## config.mk

```make
export PLATFORM = sky130hd
export DESIGN_NAME = fpu_arbiter_flat
export DESIGN_NICKNAME = d
export VERILOG_FILES = /design/src/rtl/fpu_arbiter_if.sv /design/src/rtl/fpu_arbiter.sv /design/src/flat_wrapper.sv
export SDC_FILE = /design/constraint.sdc
export NUM_CORES = 1
export LEC_CHECK = 0
export CAP_MARGIN = 20
export CORE_MARGIN = 10
export CORE_UTILIZATION = 35
export CTS_CLUSTER_SIZE = 28
export DETAILED_ROUTE_END_ITERATION = 12
export PLACE_DENSITY = 0.83
export SKIP_LAST_GASP = 1
export SYNTH_ARGS = -nofsm -noshare
export SYNTH_HDL_FRONTEND = slang
export SYNTH_SLANG_ARGS = --single-unit
```

## constraint.sdc

```tcl
create_clock -name clock100KHz -period 3.35 [get_ports clock100KHz]
set_input_delay 0.5025 -clock clock100KHz [delete_from_list [all_inputs] [get_ports clock100KHz]]
set_output_delay 0.5025 -clock clock100KHz [all_outputs]
set_load 0.01 [all_outputs]
```

## src/rtl/fpu_arbiter_if.sv

```systemverilog
// Bundle of requester, response and shared-FPU signals for fpu_arbiter.
// slave = arbiter side, master = requesters plus FPU side.
interface fpu_arbiter_if;
    logic        req0_valid;
    logic        req1_valid;
    logic [31:0] req0_op_a;
    logic [31:0] req0_op_b;
    logic [31:0] req1_op_a;
    logic [31:0] req1_op_b;
    logic        req0_ready;
    logic        req1_ready;
    logic        rsp0_valid;
    logic        rsp1_valid;
    logic [31:0] rsp_data;
    logic [3:0]  rsp_status;
    logic [31:0] fpu_op_a;
    logic [31:0] fpu_op_b;
    logic [31:0] fpu_data;
    logic [3:0]  fpu_status;
    logic        busy;

    modport slave (
        input  req0_valid, req1_valid, req0_op_a, req0_op_b, req1_op_a, req1_op_b,
        input  fpu_data, fpu_status,
        output req0_ready, req1_ready, rsp0_valid, rsp1_valid, rsp_data, rsp_status,
        output fpu_op_a, fpu_op_b, busy
    );

    modport master (
        output req0_valid, req1_valid, req0_op_a, req0_op_b, req1_op_a, req1_op_b,
        output fpu_data, fpu_status,
        input  req0_ready, req1_ready, rsp0_valid, rsp1_valid, rsp_data, rsp_status,
        input  fpu_op_a, fpu_op_b, busy
    );
endinterface

```

## src/rtl/fpu_arbiter.sv

```systemverilog
// Two-requester arbiter in front of a shared fixed-latency FPU (IDLE -> WAIT -> RESP).
// Define FPU_ARB_FIXED_PRIO_EN for fixed priority (req0 wins); default is round-robin.
module fpu_arbiter #(
    parameter int unsigned FPU_LATENCY = 8
) (
    input  logic         clock100KHz,
    input  logic         reset,
    fpu_arbiter_if.slave bus
);
    localparam logic [1:0] ST_IDLE = 2'd0;
    localparam logic [1:0] ST_WAIT = 2'd1;
    localparam logic [1:0] ST_RESP = 2'd2;
    localparam logic [7:0] LAT_INIT = 8'(FPU_LATENCY);

    logic [1:0]  state_q, state_d;
    logic [7:0]  cnt_q, cnt_d;
    logic        grantee_q, grantee_d;
    logic [31:0] op_a_q, op_a_d;
    logic [31:0] op_b_q, op_b_d;
    logic [31:0] rsp_data_q, rsp_data_d;
    logic [3:0]  rsp_status_q, rsp_status_d;
    logic        grant_sel;
    logic        accept;

`ifdef FPU_ARB_FIXED_PRIO_EN
    always_comb grant_sel = ~bus.req0_valid;
`else
    logic last_q, last_d;

    // On contention favour whoever was not served last; a lone requester always wins.
    always_comb begin
        if (bus.req0_valid && bus.req1_valid)
            grant_sel = ~last_q;
        else
            grant_sel = ~bus.req0_valid;
    end
`endif

    assign accept = reset && (state_q == ST_IDLE) && (bus.req0_valid || bus.req1_valid);

    always_comb begin
        state_d      = state_q;
        cnt_d        = cnt_q;
        grantee_d    = grantee_q;
        op_a_d       = op_a_q;
        op_b_d       = op_b_q;
        rsp_data_d   = rsp_data_q;
        rsp_status_d = rsp_status_q;
`ifndef FPU_ARB_FIXED_PRIO_EN
        last_d       = last_q;
`endif
        case (state_q)
            ST_IDLE: begin
                if (accept) begin
                    state_d   = ST_WAIT;
                    cnt_d     = LAT_INIT;
                    grantee_d = grant_sel;
                    op_a_d    = grant_sel ? bus.req1_op_a : bus.req0_op_a;
                    op_b_d    = grant_sel ? bus.req1_op_b : bus.req0_op_b;
`ifndef FPU_ARB_FIXED_PRIO_EN
                    last_d    = grant_sel;
`endif
                end
            end
            ST_WAIT: begin
                // Saturating decrement; the FPU result is valid on the edge where the count is 1.
                if (cnt_q != 8'd0)
                    cnt_d = cnt_q - 8'd1;
                if (cnt_q <= 8'd1) begin
                    state_d      = ST_RESP;
                    rsp_data_d   = bus.fpu_data;
                    rsp_status_d = bus.fpu_status;
                end
            end
            ST_RESP: state_d = ST_IDLE;
            default: state_d = ST_IDLE;
        endcase
    end

    always_ff @(posedge clock100KHz or negedge reset) begin
        if (!reset) begin
            state_q      <= ST_IDLE;
            cnt_q        <= 8'd0;
            grantee_q    <= 1'b0;
            op_a_q       <= 32'd0;
            op_b_q       <= 32'd0;
            rsp_data_q   <= 32'd0;
            rsp_status_q <= 4'd0;
`ifndef FPU_ARB_FIXED_PRIO_EN
            last_q       <= 1'b1;
`endif
        end else begin
            state_q      <= state_d;
            cnt_q        <= cnt_d;
            grantee_q    <= grantee_d;
            op_a_q       <= op_a_d;
            op_b_q       <= op_b_d;
            rsp_data_q   <= rsp_data_d;
            rsp_status_q <= rsp_status_d;
`ifndef FPU_ARB_FIXED_PRIO_EN
            last_q       <= last_d;
`endif
        end
    end

    assign bus.req0_ready = accept && !grant_sel;
    assign bus.req1_ready = accept && grant_sel;
    assign bus.rsp0_valid = (state_q == ST_RESP) && !grantee_q;
    assign bus.rsp1_valid = (state_q == ST_RESP) && grantee_q;
    assign bus.rsp_data   = rsp_data_q;
    assign bus.rsp_status = rsp_status_q;
    assign bus.fpu_op_a   = op_a_q;
    assign bus.fpu_op_b   = op_b_q;
    assign bus.busy       = (state_q != ST_IDLE);
endmodule
```

## src/flat_wrapper.sv

```systemverilog
// flat-port wrapper written by rule: the top's interface ports become plain ports
module fpu_arbiter_flat 
#(
    parameter int unsigned FPU_LATENCY = 8
)
  (clock100KHz, reset, bus_req0_valid, bus_req1_valid, bus_req0_op_a, bus_req0_op_b, bus_req1_op_a, bus_req1_op_b, bus_fpu_data, bus_fpu_status, bus_req0_ready, bus_req1_ready, bus_rsp0_valid, bus_rsp1_valid, bus_rsp_data, bus_rsp_status, bus_fpu_op_a, bus_fpu_op_b, bus_busy);
  fpu_arbiter_if bus_i ();
  input  logic clock100KHz;
  input  logic reset;
  input wire logic [$bits(bus_i.req0_valid)-1:0] bus_req0_valid;
  input wire logic [$bits(bus_i.req1_valid)-1:0] bus_req1_valid;
  input wire logic [$bits(bus_i.req0_op_a)-1:0] bus_req0_op_a;
  input wire logic [$bits(bus_i.req0_op_b)-1:0] bus_req0_op_b;
  input wire logic [$bits(bus_i.req1_op_a)-1:0] bus_req1_op_a;
  input wire logic [$bits(bus_i.req1_op_b)-1:0] bus_req1_op_b;
  input wire logic [$bits(bus_i.fpu_data)-1:0] bus_fpu_data;
  input wire logic [$bits(bus_i.fpu_status)-1:0] bus_fpu_status;
  output wire logic [$bits(bus_i.req0_ready)-1:0] bus_req0_ready;
  output wire logic [$bits(bus_i.req1_ready)-1:0] bus_req1_ready;
  output wire logic [$bits(bus_i.rsp0_valid)-1:0] bus_rsp0_valid;
  output wire logic [$bits(bus_i.rsp1_valid)-1:0] bus_rsp1_valid;
  output wire logic [$bits(bus_i.rsp_data)-1:0] bus_rsp_data;
  output wire logic [$bits(bus_i.rsp_status)-1:0] bus_rsp_status;
  output wire logic [$bits(bus_i.fpu_op_a)-1:0] bus_fpu_op_a;
  output wire logic [$bits(bus_i.fpu_op_b)-1:0] bus_fpu_op_b;
  output wire logic [$bits(bus_i.busy)-1:0] bus_busy;
  assign bus_i.req0_valid = bus_req0_valid;
  assign bus_i.req1_valid = bus_req1_valid;
  assign bus_i.req0_op_a = bus_req0_op_a;
  assign bus_i.req0_op_b = bus_req0_op_b;
  assign bus_i.req1_op_a = bus_req1_op_a;
  assign bus_i.req1_op_b = bus_req1_op_b;
  assign bus_i.fpu_data = bus_fpu_data;
  assign bus_i.fpu_status = bus_fpu_status;
  assign bus_req0_ready = bus_i.req0_ready;
  assign bus_req1_ready = bus_i.req1_ready;
  assign bus_rsp0_valid = bus_i.rsp0_valid;
  assign bus_rsp1_valid = bus_i.rsp1_valid;
  assign bus_rsp_data = bus_i.rsp_data;
  assign bus_rsp_status = bus_i.rsp_status;
  assign bus_fpu_op_a = bus_i.fpu_op_a;
  assign bus_fpu_op_b = bus_i.fpu_op_b;
  assign bus_busy = bus_i.busy;
  fpu_arbiter #(.FPU_LATENCY(FPU_LATENCY)) u_core (.clock100KHz(clock100KHz), .reset(reset), .bus(bus_i));
endmodule
```

==> results of run 1 <==
cells in the mapped netlist:
library cell | n | area (sq um)
nand2_1 | 1 | 3.75
nor4b_2 | 1 | 15.0
inv_1 | 4 | 15.0
ha_1 | 2 | 25.0
nor2b_1 | 1 | 6.26
or4_4 | 1 | 11.3
nand2b_1 | 1 | 6.26
a211oi_1 | 1 | 7.51
clkbuf_1 | 52 | 195
dfstp_2 | 1 | 26.3
mux2_4 | 29 | 435
dfrtp_1 | 111 | 2780
or4_2 | 2 | 17.5
nor3_1 | 3 | 15.0
nand3_1 | 1 | 5.00
a21oi_1 | 70 | 350
inv_2 | 1 | 3.75
buf_12 | 3 | 60.1
nand3b_1 | 1 | 7.51
or4b_2 | 1 | 10.0
or3_2 | 1 | 7.51
nor4_1 | 2 | 12.5
a2111o_1 | 2 | 22.5
and3b_1 | 1 | 8.76
nor2_1 | 10 | 37.5
a31o_2 | 1 | 8.76
o21ai_0 | 73 | 365
mux2_2 | 7 | 78.8
a31oi_1 | 64 | 400
mux2i_1 | 3 | 30.0
o211ai_1 | 64 | 480
nor3b_1 | 3 | 22.5
or3b_2 | 1 | 8.76
or2_2 | 3 | 18.8
buf_2 | 4 | 20.0
buf_6 | 1 | 11.3
per-stage QoR:
stage	hold WS [ps]	setup slack, ps	cell area (sq um)	utilization, %	cells
6_report	263	527	8650	56.5	981
5_1_grt	307	416	8650	56.5	980
4_1_cts	275	495	8650	56.5	980
3_5_place_dp	493	769	8350	54.6	964
3_3_place_gp	487	791	8350	54.6	964
2_1_floorplan	207	1360	5530	-	527
metal layers:
layer / wire length (um) / vias up
li1: - / 2494
met1: 8460 / 2613
met2: 9780 / 273
met3: 2110 / 35
met4: 564 / 2
met5: 17 / -
worst max-delay path, cell delays in order (launching register included):
cell and delay (ps):
dfrtp_1 460, or3b_2 580, nor3_1 300, clkdlybuf4s50_1 630
worst min path at each step:
| stage | to | cells after the start |
|---|---|---|
| floorplan | u_core.bus.fpu_op_a[0] | 0 |
| global placement | u_core.bus.rsp_data[2] | 1 |
| detailed placement | u_core.bus.rsp_data[16] | 1 |
| CTS | u_core.bus.fpu_op_b[3] | 2 |
| global route | u_core.cnt_q[7] | 2 |
| finish | u_core.cnt_q[7] | 2 |
final cells by class:
cell class / instances / area (sq um) / area share, %
Clock inverter: 6 / 67.6 / 0.781
Timing Repair Buffer: 286 / 2820 / 32.6
Antenna cell: 1 / 2.50 / 0.0289
Tap cell: 211 / 264 / 3.05
Sequential cell: 112 / 2800 / 32.4
Inverter: 5 / 18.8 / 0.217
Clock buffer: 10 / 229 / 2.65
Multi-Input combinational cell: 350 / 2450 / 28.3
where the power goes:
part | internal [uW] | switching, uW
Clock | 584 | 508
Sequential | 2040 | 423
Combinational | 2050 | 1720
Total | 4670 | 2650
kinds of logic (layout without fill, tap and decap cells):
kind of cell / after synthesis / in the layout
fa+ha+maj: 2 / 2
compound gates: 275 / 275
buf+inv: 65 / 307
flops: 112 / 112
simple gates: 34 / 34
mux: 39 / 39
other cells: 0 / 1
placed cells by master (no fill, tap or decap), types with 2 or more instances in the layout:
cell type        count
buf_4               15
clkbuf_16            9
clkdlybuf4s50_1    270
nor2_1               9
mux2_4              29
or2_2                3
dfrtp_1            111
mux2_2               7
nor3_1               3
a21oi_1             70
a2111o_1             2
a31oi_1             64
or4_2                2
ha_1                 2
o21ai_0             73
o211ai_1            64
nor4_1               2
mux2i_1              3
clkinvlp_4           2
inv_2                2
nor3b_1              2
inv_1                3
sequential cells by signal, indices dropped and copies added (netlist names):
register and count:
u_core.bus.fpu_op_a 32, u_core.bus.fpu_op_b 32, u_core.bus.rsp_data 32, u_core.cnt_q 8, u_core.bus.rsp_status 4, u_core.state_q 2, u_core.grantee_q 1, u_core.last_q 1
==> impl_metrics.json, run 1 <==
{
  "cp.arrival_ps": 2320,
  "num_vias": 5417,
  "dieWidth_um": 146,
  "peakVddDrop_mv": 0.426,
  "wire_per_inst_um": 21.3,
  "io_buffers": 272,
  "cts_tree": "yes",
  "tightest_slew_ps": 839,
  "ctsResizeCount": 0,
  "ys_warn_count": 0,
  "area_delta_synth_final_pct": 56.5,
  "setup-violations-final": 0,
  "r2r_start": "u_core.cnt_q[4]",
  "crit_type": "flip-flop to output port",
  "leakagePower_uw": 0.00327,
  "min_path_type": "input pin to async pin",
  "end_kind": "output port",
  "fp.dieArea_sq_mm": 0.0212,
  "ys_types": 36,
  "crit_end": "bus_req0_ready",
  "reg2reg_depth": 4,
  "busiest_layer": "met2",
  "synthSimpleGateAreaFrac_pct": 3.87,
  "layout.nets": 934,
  "antenna_found_initial": 2,
  "ff2ff_setup_slack_ps": 950,
  "max_slew_margin_pct": 44.1,
  "startpoint": "u_core.state_q[0]",
  "insertion_delay_ps": 350,
  "io_pins": 273,
  "fin_crit_sh_pct": 84.3,
  "dr.pass1.iters": 4,
  "fp.dieH_um": 146,
  "synth_compound_area_share_pct": 29.6,
  "grt_overflow": 0,
  "seq_area_frac_synth_pct": 50.7,
  "coreArea_sq_mm": 0.0153,
  "final_max_slew_viol_count": 0,
  "syn_area_sq_mm": 0.00553,
  "dp_hpwl_um": 14800,
  "setup_tns_ps": 0,
  "cts_htree_levels": 3,
  "synth-adder-area-share_pct": 0.453,
  "path_max_fanout": 8,
  "synth_mux_area_share_pct": 9.85,
  "cts_buffer_depth": 2,
  "grt_max_degree": 67,
  "cts_hold_repair.buffers": 0,
  "critPathRequiredTime_ps": 2850,
  "clk_transition_reported_paths_ps": 80,
  "start_util_pct": 36.1,
  "gr-usage-met3_pct": 8.29,
  "use_met2_pct": 29.5,
  "grt_pass1_wl_um": 32200,
  "cellPowerDensity_mw_per_mm2": 845,
  "synth-seq-cells": 112,
  "min_period_ps": 2820,
  "met1_usage_pct": 22.2,
  "rsz0062_at_grt": "false",
  "synth_top_family_by_area": "compound AO/OA/AOI/OAI gates",
  "ctsRootBufferMaster": "clkbuf_16",
  "rows": 45,
  "clkSinkCount": 112,
  "grt_pass1_vias": 5454,
  "syn_nets": 697,
  "drc_errors": 0,
  "status": "finished clean",
  "start_kind": "flip-flop",
  "initialDrtViolationCount": 423,
  "p_total_uw": 7310,
  "postSynthCellCount": 527,
  "postCtsSetupRepairBufs": 0,
  "drv_cap": 0,
  "synthXorXnorAreaFrac_pct": 0,
  "viasPerCell": 5.52,
  "fill_cells": 1323,
  "numCtsBuffers": 9,
  "skew_ps": 11.2,
  "drive_above_1_share_pct": 10.9,
  "final_hold_viol_count": 0,
  "ant_nets": 0,
  "gp_congestion": 0.797,
  "fmaxAchievable_ghz": 0.354,
  "wl_um": 20900,
  "grt_use_total_pct": 18.7,
  "syn_area_per_cell_sq_um": 10.5,
  "r2r_end": "u_core.bus.rsp_data[2]"
}
Note: power is estimated with default switching activity, not from simulation.
==> run 2, diff against run 1 <==
==> constraint.sdc (replaced) <==
create_clock -name clock100KHz -period 2.7 [get_ports clock100KHz]
set_input_delay 0.405 -clock clock100KHz [delete_from_list [all_inputs] [get_ports clock100KHz]]
set_output_delay 0.405 -clock clock100KHz [all_outputs]
set_load 0.01 [all_outputs]
==> run 2 against run 1 <==
  * Critical path depth stayed put
  * First-iteration DRC count is 28% lower
  * Critical path type unchanged
  * Count of clock-buffer cells in the layout rose by 3
  * Register-to-register slack got worse by 410 ps
  * Utilization grew 0.27 points
  * Largest cell class unchanged
  * Highest routed layer is now met4
  * Largest power group unchanged
==> impl_metrics.json, run 2 (same netlist as run 1, synthesis figures left out) <==
{
  "path_max_fanout": 8,
  "dp_slack_ps": 276,
  "insertion_delay_ps": 340,
  "grt_pass1_vias": 5547,
  "dp_hpwl_um": 14700,
  "drv_cap": 0,
  "end_kind": "output port",
  "grt_use_total_pct": 18.7,
  "met1_usage_pct": 22.2,
  "crit_end": "bus_req0_ready",
  "start_util_pct": 36.1,
  "fin_crit_sh_pct": 94.4,
  "critPathRequiredTime_ps": 2300,
  "rsz0062_at_grt": "false",
  "crit_type": "flip-flop to output port",
  "drive_above_1_share_pct": 10.8,
  "clk_transition_reported_paths_ps": 70,
  "use_met2_pct": 29.7,
  "ff2ff_setup_slack_ps": 540,
  "cp_slowest_cell": "clkdlybuf4s50_1",
  "final_hold_viol_count": 0,
  "drc_errors": 0,
  "final_max_slew_viol_count": 0,
  "fp.dieArea_sq_mm": 0.0212,
  "grt_overflow": 0,
  "final_common_cell": "clkdlybuf4s50_1",
  "initialDrtViolationCount": 303,
  "final_core_util_pct": 56.8,
  "antenna_found_initial": 2,
  "gp_congestion": 0.790,
  "skew_ps": 9.60,
  "start_kind": "flip-flop",
  "ant_nets": 0,
  "grt_max_degree": 71,
  "fmaxAchievable_ghz": 0.392,
  "gr-usage-met3_pct": 7.76,
  "cellPowerDensity_mw_per_mm2": 1050,
  "status": "finished clean",
  "place_inst": 965,
  "rows": 45,
  "final_cells": 983,
  "cts_hold_repair.buffers": 0,
  "setup_tns_ps": 0,
  "num_vias": 5398,
  "min_period_ps": 2550,
  "numCtsBuffers": 9,
  "io_pins": 273,
  "min_path_type": "input pin to async pin",
  "layout.nets": 935,
  "cp.arrival_ps": 2140,
  "tightest_slew_ps": 939,
  "leakagePower_uw": 0.00328,
  "ctsRootBufferMaster": "clkbuf_16",
  "cts_htree_levels": 3,
  "area_delta_synth_final_pct": 57.3,
  "max_stage_delay_ps": 610,
  "dieWidth_um": 146,
  "reg2reg_depth": 4,
  "r2r_start": "u_core.cnt_q[4]",
  "fill_cells": 1349,
  "cts_buffer_depth": 2,
  "wire_per_inst_um": 21.0,
  "viasPerCell": 5.49,
  "busiest_layer": "met2",
  "io_buffers": 272,
  "startpoint": "u_core.state_q[0]",
  "cts_tree": "yes",
  "r2r_end": "u_core.bus.rsp_data[0]",
  "dr.pass1.iters": 4,
  "max_slew_margin_pct": 37.4,
  "peakVddDrop_mv": 0.451,
  "grt_pass1_wl_um": 32300,
  "wl_um": 20600,
  "clkSinkCount": 112,
  "path_cells": "or3b_4 -> nor3_2 -> clkdlybuf4s50_1",
  "coreArea_sq_mm": 0.0153,
  "setup_slack_ps": 151,
  "fp.dieH_um": 146,
  "setup-violations-final": 0,
  "final_cell_mix": "270 x clkdlybuf4s50_1, 111 x dfrtp_1, 73 x o21ai_0"
}
-- run 2: critical path, delay by kind of cell, from the launching register on --
kind / cells / cell delay, ps
simple gates: 2 / 710
buf+inv: 1 / 610
flops: 1 / 480
-- run 2: metal layers --
metal | part of all wire [%] | routed length (um)
met1 | 41 | 8410
met2 | 46 | 9550
met3 | 11 | 2180
met4 | 2.4 | 502
met5 | 0 | 0
-- run 2: worst min path at each step --
stage	slack, ps	end	from
after global routing	180	u_core.bus.rsp_data[14]	reset
after floorplan	110	u_core.bus.fpu_op_a[0]	reset
after CTS	140	u_core.bus.rsp_data[14]	reset
after global placement	490	u_core.bus.rsp_data[2]	u_core.bus.rsp_data[2]
after detailed placement	490	u_core.bus.rsp_data[23]	u_core.bus.rsp_data[23]
final	140	u_core.bus.rsp_data[14]	reset
-- run 2: what timing repair did --
action | 4_1_cts | 5_1_grt
buffers inserted | 0 | 0
endpoints found under the setup margin | 1 | 1
resized for setup | 1 | 1
-- run 2: area by class of cell --
class / instances / area [sq um] / area share, %
clock buffers: 13 / 240 / 2.76
repair buffers: 287 / 2840 / 32.7
flip-flops and latches: 112 / 2800 / 32.2
diodes: 2 / 5.00 / 0.0576
clock inverters: 3 / 67.6 / 0.777
well taps: 211 / 264 / 3.04
multi-input cells: 350 / 2450 / 28.2
inverters: 5 / 18.8 / 0.216
-- run 2: power by group --
group | internal (uW) | switching (uW)
registers | 2530 | 524
logic | 2560 | 2120
clock network | 817 | 598
-- run 2: stage by stage --
step,total power (uW),hold slack [ps],cell area [sq um]
floorplan,5320,109,5530
finish,9140,137,8690
CTS,9230,139,8690
global route,9710,177,8690
detailed placement,7770,492,8370
global placement,7670,487,8370
==> run 3, diff against run 2 <==
--- a/config.mk
+++ b/config.mk
@@ -8,6 +8,7 @@
 export CAP_MARGIN = 20
 export CORE_MARGIN = 10
 export CORE_UTILIZATION = 35
+export CTS_CLUSTER_DIAMETER = 60
 export CTS_CLUSTER_SIZE = 28
 export DETAILED_ROUTE_END_ITERATION = 12
 export PLACE_DENSITY = 0.83
==> results of run 3 <==
The final DEF is identical to that of run 2; final timing and power are the same.
